--- config.mk ---
export PLATFORM = sky130hd
export DESIGN_NAME = clock_div_prog_flat
export DESIGN_NICKNAME = d
export VERILOG_FILES = /design/src/rtl/clock_div_prog_pkg.sv /design/src/rtl/clock_div_prog_if.sv /design/src/rtl/clock_div_prog_chan.sv /design/src/rtl/clock_div_prog.sv /design/src/flat_wrapper.sv
export SDC_FILE = /design/constraint.sdc
export NUM_CORES = 2
export LEC_CHECK = 0
export BUFFER_PORTS_ARGS = -buffer_cell sky130_fd_sc_hd__buf_2
export CAP_MARGIN = 20
export CORE_UTILIZATION = 55
export DETAILED_ROUTE_END_ITERATION = 12
export GPL_TIMING_DRIVEN = 0
export HOLD_SLACK_MARGIN = 0.08
export PLACE_DENSITY_LB_ADDON = 0.1
export SLEW_MARGIN = 20
export SYNTH_ARGS = -nofsm -noshare
export SYNTH_HDL_FRONTEND = slang
export SYNTH_SLANG_ARGS = --single-unit
--- constraint.sdc ---
create_clock -name clk -period 28.9 [get_ports clk]
set_clock_uncertainty 0.2 [all_clocks]
set_input_delay 2.89 -clock clk [delete_from_list [all_inputs] [get_ports clk]]
set_output_delay 2.89 -clock clk [all_outputs]
set_load 0.05 [all_outputs]
--- src/rtl/clock_div_prog_pkg.sv ---
// Shared definitions for the programmable multi-channel clock divider.
package clock_div_pkg;

    // Smallest divisor that produces a running output; anything below stops the channel.
    localparam int unsigned DIV_MIN = 2;

    // Channel operating state, derived from the active divisor.
    typedef enum logic [0:0] {
        CH_STOP = 1'b0,
        CH_RUN  = 1'b1
    } ch_state_e;

endpackage

--- src/rtl/clock_div_prog_if.sv ---
// Control/status bundle of the programmable clock divider.
interface clock_div_prog_if #(
    parameter int WIDTH  = 32,
    parameter int NUM_CH = 4
);
    localparam int CH_W = $clog2(NUM_CH > 1 ? NUM_CH : 2);

    logic [NUM_CH-1:0] en;
    logic              sync_clr;
    logic              wr_en;
    logic [CH_W-1:0]   wr_ch;
    logic [WIDTH-1:0]  wr_div;
    logic [NUM_CH-1:0] clk_out;
    logic [NUM_CH-1:0] tick;
    logic [NUM_CH-1:0] pend;

    modport master (
        output en, sync_clr, wr_en, wr_ch, wr_div,
        input  clk_out, tick, pend
    );

    modport slave (
        input  en, sync_clr, wr_en, wr_ch, wr_div,
        output clk_out, tick, pend
    );
endinterface

--- src/rtl/clock_div_prog_chan.sv ---
// One divider channel: period counter, active and pending divisor, registered outputs.
module clock_div_chan
    import clock_div_pkg::*;
#(
    parameter int          WIDTH     = 32,
    parameter int unsigned RESET_DIV = 100
) (
    input  logic             clk,
    input  logic             reset,
    input  logic             en_i,
    input  logic             sync_clr_i,
    input  logic             wr_hit_i,
    input  logic [WIDTH-1:0] wr_div_i,
    output logic             clk_out_o,
    output logic             tick_o,
    output logic             pend_o
);
    typedef logic [WIDTH-1:0] div_t;

    localparam div_t RESET_DIV_W = div_t'(RESET_DIV);
    localparam div_t DIV_MIN_W   = div_t'(DIV_MIN);
    localparam div_t ONE_W       = div_t'(1);

    // Number of high cycles in a full period: ceil(d/2).
    function automatic div_t hi_len(input div_t d);
        return d - (d >> 1);
    endfunction

    div_t      cnt_q, cnt_d;
    div_t      div_q, div_d;
    div_t      pend_div_q, pend_div_d;
    logic      pend_q, pend_d;
    logic      clk_out_q, clk_out_d;
    logic      tick_q, tick_d;
    ch_state_e state_s;

    // Channel runs only while the active divisor is at least DIV_MIN.
    always_comb begin
        if (div_q >= DIV_MIN_W) begin
            state_s = CH_RUN;
        end else begin
            state_s = CH_STOP;
        end
    end

    // Next-state: phase-align, stop hold, counting and boundary-time divisor apply, write capture.
    always_comb begin
        cnt_d      = cnt_q;
        div_d      = div_q;
        pend_div_d = pend_div_q;
        pend_d     = pend_q;
        clk_out_d  = clk_out_q;
        tick_d     = 1'b0;

        if (sync_clr_i) begin
            // Restart the period; divisor and any pending write survive.
            cnt_d     = '0;
            clk_out_d = 1'b0;
        end else begin
            case (state_s)
                CH_STOP: begin
                    cnt_d     = '0;
                    clk_out_d = 1'b0;
                    if (pend_q) begin
                        div_d  = pend_div_q;
                        pend_d = 1'b0;
                    end else begin
                        div_d  = div_q;
                    end
                end
                CH_RUN: begin
                    if (!en_i) begin
                        cnt_d = cnt_q;
                    end else if (cnt_q == div_q - ONE_W) begin
                        // Period boundary: new divisor (if pending) takes effect from cnt=0.
                        cnt_d = '0;
                        if (pend_q) begin
                            div_d  = pend_div_q;
                            pend_d = 1'b0;
                        end else begin
                            div_d  = div_q;
                        end
                        if (div_d >= DIV_MIN_W) begin
                            tick_d    = 1'b1;
                            clk_out_d = (cnt_d < hi_len(div_d));
                        end else begin
                            // Dropping into STOP: outputs go low at once, no runt pulse.
                            tick_d    = 1'b0;
                            clk_out_d = 1'b0;
                        end
                    end else begin
                        cnt_d     = cnt_q + ONE_W;
                        clk_out_d = (cnt_d < hi_len(div_q));
                    end
                end
                default: begin
                    cnt_d     = '0;
                    clk_out_d = 1'b0;
                end
            endcase
        end

        // A write always lands in the pending slot; last write wins.
        if (wr_hit_i) begin
            pend_div_d = wr_div_i;
            pend_d     = 1'b1;
        end else begin
            pend_div_d = pend_div_d;
        end
    end

    // State registers with asynchronous reset to the power-on divisor.
    always_ff @(posedge clk or posedge reset) begin
        if (reset) begin
            cnt_q      <= '0;
            div_q      <= RESET_DIV_W;
            pend_div_q <= '0;
            pend_q     <= 1'b0;
            clk_out_q  <= 1'b0;
            tick_q     <= 1'b0;
        end else begin
            cnt_q      <= cnt_d;
            div_q      <= div_d;
            pend_div_q <= pend_div_d;
            pend_q     <= pend_d;
            clk_out_q  <= clk_out_d;
            tick_q     <= tick_d;
        end
    end

    assign clk_out_o = clk_out_q;
    assign tick_o    = tick_q;
    assign pend_o    = pend_q;

endmodule

--- src/rtl/clock_div_prog.sv ---
// Multi-channel programmable clock divider: write decode plus one channel per output.
module clock_div_prog
    import clock_div_pkg::*;
#(
    parameter int          WIDTH     = 32,
    parameter int          NUM_CH    = 4,
    parameter int unsigned RESET_DIV = 100
) (
    input  logic             clk,
    input  logic             reset,
    clock_div_prog_if.slave  bus
);
    logic [NUM_CH-1:0] wr_hit_s;
    logic [NUM_CH-1:0] clk_out_s;
    logic [NUM_CH-1:0] tick_s;
    logic [NUM_CH-1:0] pend_s;

    // Decode the write strobe to a one-hot channel hit; out-of-range channels match nothing.
    always_comb begin
        for (int i = 0; i < NUM_CH; i++) begin
            if (bus.wr_en && (int'(bus.wr_ch) == i)) begin
                wr_hit_s[i] = 1'b1;
            end else begin
                wr_hit_s[i] = 1'b0;
            end
        end
    end

    for (genvar g = 0; g < NUM_CH; g++) begin : g_chan
        clock_div_chan #(
            .WIDTH     (WIDTH),
            .RESET_DIV (RESET_DIV)
        ) u_chan (
            .clk        (clk),
            .reset      (reset),
            .en_i       (bus.en[g]),
            .sync_clr_i (bus.sync_clr),
            .wr_hit_i   (wr_hit_s[g]),
            .wr_div_i   (bus.wr_div),
            .clk_out_o  (clk_out_s[g]),
            .tick_o     (tick_s[g]),
            .pend_o     (pend_s[g])
        );
    end

    assign bus.clk_out = clk_out_s;
    assign bus.tick    = tick_s;
    assign bus.pend    = pend_s;

endmodule
--- src/flat_wrapper.sv ---
// flat-port wrapper written by rule: the top's interface ports become plain ports
module clock_div_prog_flat import clock_div_pkg::*;
#(
    parameter int          WIDTH     = 32,
    parameter int          NUM_CH    = 4,
    parameter int unsigned RESET_DIV = 100
)
  (clk, reset, bus_en, bus_sync_clr, bus_wr_en, bus_wr_ch, bus_wr_div, bus_clk_out, bus_tick, bus_pend);
  clock_div_prog_if #(.WIDTH(WIDTH), .NUM_CH(NUM_CH)) bus_i ();
  input  logic clk;
  input  logic reset;
  input wire logic [$bits(bus_i.en)-1:0] bus_en;
  input wire logic [$bits(bus_i.sync_clr)-1:0] bus_sync_clr;
  input wire logic [$bits(bus_i.wr_en)-1:0] bus_wr_en;
  input wire logic [$bits(bus_i.wr_ch)-1:0] bus_wr_ch;
  input wire logic [$bits(bus_i.wr_div)-1:0] bus_wr_div;
  output wire logic [$bits(bus_i.clk_out)-1:0] bus_clk_out;
  output wire logic [$bits(bus_i.tick)-1:0] bus_tick;
  output wire logic [$bits(bus_i.pend)-1:0] bus_pend;
  assign bus_i.en = bus_en;
  assign bus_i.sync_clr = bus_sync_clr;
  assign bus_i.wr_en = bus_wr_en;
  assign bus_i.wr_ch = bus_wr_ch;
  assign bus_i.wr_div = bus_wr_div;
  assign bus_clk_out = bus_i.clk_out;
  assign bus_tick = bus_i.tick;
  assign bus_pend = bus_i.pend;
  clock_div_prog #(.WIDTH(WIDTH), .NUM_CH(NUM_CH), .RESET_DIV(RESET_DIV)) u_core (.clk(clk), .reset(reset), .bus(bus_i));
endmodule
==> results_tabular.tex <==
\begin{tabular}{lr}
\hline
Metric & Value \\
\hline
\multicolumn{2}{l}{\textbf{Status}} \\
\quad Result of the run & finished, final reports clean \\
\multicolumn{2}{l}{\textbf{Power and ir drop}} \\
\quad Comb pwr share & 71.7\% \\
\quad Clock share of power & 12.5\% \\
\quad Proportion of total power due to net switching & 51.05\% \\
\quad Maximum vdd drop & 95.05 uV \\
\quad Power density cells & 112.5 nW/um\^{}2 \\
\quad Leakage power & 21.60 nW \\
\quad Internal Power & 2.552 mW \\
\quad Net Switching & 2.661 mW \\
\quad Final Total Pwr & 5.213 mW \\
\quad Sequential fraction of design power & 15.8\% \\
\multicolumn{2}{l}{\textbf{CTS}} \\
\quad Clock latency on the worst-skew pair & 0.61 ns \\
\quad Master cell of the clock root buffer & sky130\_fd\_sc\_hd\_\_clkbuf\_16 \\
\quad Clock buffers created by TritonCTS & 49 \\
\quad CTS-repair resized insts & 0 \\
\quad Clock tree sinks & 396 \\
\quad H-tree levels & 2 \\
\quad Buffer count from post-CTS setup fixing & 0 \\
\quad Number of hold-repair buffers added at the cts stage & 0 \\
\quad Max Buffers Root-to-Sink & 3 \\
\quad Clock input transition at the sequential cells of the worst setup and hold paths & 0.06 ns \\
\quad Clock tree from TritonCTS & yes \\
\multicolumn{2}{l}{\textbf{Layout}} \\
\quad Layout Utilization & 59.92\% \\
\quad Ratio of cells with drive above 1 in the final layout & 6.553\% \\
\quad Area taken by flip-flops and latches & 9925 um\^{}2 \\
\quad Layout Area Growth over Synthesis & 7.857\% \\
\quad Area used by multi-input combinational logic & 30,600 um\^{}2 \\
\quad Layout Nets & 6,008 \\
\quad Fill cells & 7,161 \\
\quad Total non-filler cell area in the finished layout & 46,340 um\^{}2 \\
\multicolumn{2}{l}{\textbf{Detailed routing}} \\
\quad Number of remaining DRC errors & 0 \\
\quad Average wire length per cell after detail routing & 19.19 um \\
\quad Wire length after detailed routing & 123,400 um \\
\quad Detailed Route Iter0 Violations & 2,776 \\
\quad Vias post-DR & 37,900 \\
\quad Via count normalized by instance count & 5.894 \\
\quad Count of TritonRoute iterations in the first routing pass & 6 \\
\quad Count of antenna-violating nets left after detailed routing & 0 \\
\multicolumn{2}{l}{\textbf{STA}} \\
\quad Actual transition at the worst max-transition pin & 1.080 ns \\
\quad Share of the clock period used by the worst path & 22.04\% \\
\quad Setup repair after global routing missed its margin & false \\
\quad Post-layout min period & 6.370 ns \\
\quad Setup violators final & 0 \\
\quad Number of hold violations in the final report & 0 \\
\quad Max-slew headroom & 26.14\% \\
\quad Total count of max-transition violations in the final report & 0 \\
\quad Summed negative setup slack over all endpoints & 0 ns \\
\quad Worst-case hold slack & 0.3074 ns \\
\quad Max Freq & 0.1570 GHz \\
\multicolumn{2}{l}{\textbf{Critical path}} \\
\quad Critical Path Source Type & flip-flop \\
\quad Crit path kind & reg -> reg \\
\quad Required time at the endpoint of the critical path & 29.15 ns \\
\quad Maximum fanout along the worst path & 6 \\
\quad Data arrival time of the worst path & 6.62 ns \\
\quad Critical path endpoint category & flip-flop \\
\multicolumn{2}{l}{\textbf{Synthesis}} \\
\quad Average instance area after synthesis & 8.201 um\^{}2 \\
\quad Share of flip-flops with an asynchronous set or reset after synthesis & 100.0\% \\
\quad FF+latch count, synth & 396 \\
\quad Net count of the mapped netlist & 5,901 \\
\quad Most frequent cell after synthesis & sky130\_fd\_sc\_hd\_\_ha\_1 \\
\quad Share of the yosys chip area belonging to registers & 23.10\% \\
\quad Top cells by count, synth & 612 x sky130\_fd\_sc\_hd\_\_ha\_1, 446 x sky130\_fd\_sc\_hd\_\_inv\_1, 392 x sky130\_fd\_sc\_hd\_\_nand2\_1 \\
\quad Flip-flop cell with the highest count after synthesis & sky130\_fd\_sc\_hd\_\_dfrtp\_1 \\
\quad Post-synthesis cell count & 5,239 \\
\quad Cell type with the largest total area after synthesis & sky130\_fd\_sc\_hd\_\_dfrtp\_1 \\
\quad Post-synth cell types & 93 \\
\quad Number of enable flip-flop cells after synthesis & 0 \\
\quad Cell types with the largest area share after synthesis & sky130\_fd\_sc\_hd\_\_dfrtp\_1 22\%, sky130\_fd\_sc\_hd\_\_ha\_1 18\%, sky130\_fd\_sc\_hd\_\_xnor2\_1 6.7\% \\
\quad Synthesized cell area & 42,970 um\^{}2 \\
\quad Fraction of synthesized cell area taken by the top area cell type & 22.36\% \\
\quad Syn. warnings & 0 \\
\multicolumn{2}{l}{\textbf{Place}} \\
\quad GPL Wtd Cong & 0.9567 \\
\quad Total placed instance area & 44,650 um\^{}2 \\
\quad Number of port buffers & 52 \\
\quad Dpl hpwl & 99,380 um \\
\multicolumn{2}{l}{\textbf{Global routing}} \\
\quad Pin count of the biggest net entering global routing & 107 \\
\quad Number of global-route vias before repair & 35,690 \\
\quad GRT Residual Overflow & 0 \\
\quad Overall fraction of global-route tracks in use & 30.92\% \\
\quad Global-route wire length before repair & 195,700 um \\
\quad Initial antenna violation count & 6 \\
\multicolumn{2}{l}{\textbf{Die}} \\
\quad Chip height & 281.5 um \\
\quad Die Wd & 281.5 um \\
\quad Boundary Pins & 54 \\
\quad Site row count & 102 \\
\quad Initial core utilization & 55.56\% \\
\quad Core Region & 77,340 um\^{}2 \\
\quad Die footprint & 79,240 um\^{}2 \\
\multicolumn{2}{l}{\textbf{Worst hold path}} \\
\quad Worst hold path class & reg -> reg \\
\multicolumn{2}{l}{\textbf{Run}} \\
\quad Number of max-capacitance violations reported & 0 \\
\hline
\end{tabular}
## logic make-up after synthesis
logic type,share of synthesized area [%]
simple gates,18.12
xor+xnor,9.470
mux,5.486
flops,23.10
buf+inv,5.679
fa+ha+maj,18.19
compound gates,19.95
## layout by cell type, fill, tap and decap left out, drive strengths merged, types with 21 or more instances in the layout
| master | count |
|---|---|
| ha | 612 |
| inv | 457 |
| nand2 | 392 |
| nor2 | 390 |
| dfrtp | 384 |
| o21ai | 378 |
| a21oi | 360 |
| xnor2 | 330 |
| clkbuf | 218 |
| xor2 | 132 |
| mux2 | 132 |
| nand3 | 132 |
| nor3 | 116 |
| nand2b | 98 |
| mux2i | 87 |
| buf | 84 |
| nand4 | 82 |
| a22o | 77 |
| nor2b | 68 |
| o21bai | 67 |
| a21o | 54 |
| o31ai | 50 |
| and3 | 49 |
| nor4 | 47 |
| a31oi | 44 |
| a211oi | 35 |
| o21a | 33 |
| or3 | 28 |
| and2 | 28 |
| nor3b | 24 |
| o211ai | 24 |
| a2111oi | 23 |
| o41ai | 23 |
| a21boi | 23 |
| or2 | 21 |
## worst paths after layout
check                           slack [ns]                                    from                                endpoint  cells past startpoint
worst max-delay path                 22.53        u_core.g_chan[2].u_chan.div_q[2]       u_core.g_chan[2].u_chan.clk_out_o                     21
worst min-delay path                  0.31  u_core.g_chan[1].u_chan.pend_div_q[13]  u_core.g_chan[1].u_chan.pend_div_q[13]                      1
worst max register to register       22.53        u_core.g_chan[2].u_chan.div_q[2]       u_core.g_chan[2].u_chan.clk_out_o                     21
worst min register to register        0.31  u_core.g_chan[1].u_chan.pend_div_q[13]  u_core.g_chan[1].u_chan.pend_div_q[13]                      1
max in group asynchronous            25.17                                   reset        u_core.g_chan[3].u_chan.cnt_q[7]                      4
min in group asynchronous             2.04                                   reset        u_core.g_chan[1].u_chan.cnt_q[0]                      2
## area by class of cell
| class | count | share of cell area [%] |
|---|---|---|
| Multi-Input combinational cell | 4211 | 66.03 |
| Sequential cell | 396 | 21.42 |
| Inverter | 454 | 3.694 |
| Clock buffer | 68 | 3.043 |
| Tap cell | 1040 | 2.808 |
| Buffer | 178 | 1.590 |
| Timing Repair Buffer | 56 | 0.7992 |
| Clock inverter | 24 | 0.5994 |
| Antenna cell | 3 | 0.01620 |
## stage by stage
stage	instances	setup slack [ns]
2_1_floorplan	5239	14.82
3_3_place_gp	6331	10.12
3_5_place_dp	6335	22.58
4_1_cts	6427	22.53
5_1_grt	6427	22.10
6_report	6430	22.53
## critical path, stage by stage (launching register included)
cell	delay, ns
sky130_fd_sc_hd__dfstp_2	0.56
sky130_fd_sc_hd__inv_1	0.13
sky130_fd_sc_hd__ha_1	0.30
sky130_fd_sc_hd__o21ba_2	0.19
sky130_fd_sc_hd__o21ai_1	0.19
sky130_fd_sc_hd__a21oi_1	0.11
sky130_fd_sc_hd__or4_1	0.48
sky130_fd_sc_hd__a2111oi_0	0.72
sky130_fd_sc_hd__o21ai_1	0.21
sky130_fd_sc_hd__a21oi_1	0.21
sky130_fd_sc_hd__o31ai_1	0.12
sky130_fd_sc_hd__a221oi_1	0.56
sky130_fd_sc_hd__xnor2_1	0.19
sky130_fd_sc_hd__ha_1	0.33
sky130_fd_sc_hd__nand2_1	0.08
sky130_fd_sc_hd__nor3_1	0.17
sky130_fd_sc_hd__nand3_1	0.16
sky130_fd_sc_hd__a2111oi_0	0.44
sky130_fd_sc_hd__a21boi_0	0.24
sky130_fd_sc_hd__a41oi_1	0.10
sky130_fd_sc_hd__a32oi_1	0.39
sky130_fd_sc_hd__nand3_1	0.11
## state kept, by name (all words and copies together), names as in the netlist
name,cells
u_core.g_chan.u_chan.clk_out_o,4
u_core.g_chan.u_chan.cnt_q,128
u_core.g_chan.u_chan.div_q,128
u_core.g_chan.u_chan.pend_div_q,128
u_core.g_chan.u_chan.pend_o,4
u_core.g_chan.u_chan.tick_o,4
## power groups by stage
stage	clock network (mW)	registers [mW]	logic [mW]
floorplan	0	0.762	2.87
global placement	0	0.830	3.61
detailed placement	0	0.832	3.65
CTS	0.664	0.823	3.69
global route	0.686	0.839	4.18
finish	0.651	0.826	3.74
## routing by layer
| metal | wire length (um) | global-route usage [%] | vias to the layer above |
|---|---|---|---|
| met5 | 31 | 0 | - |
| met4 | 3609 | 8.946 | 6 |
| met3 | 7328 | 4.491 | 175 |
| met2 | 54990 | 49.39 | 1003 |
| met1 | 57440 | 43.16 | 17880 |
| li1 | - | - | 18840 |
Power figures use the tool's default switching activity.
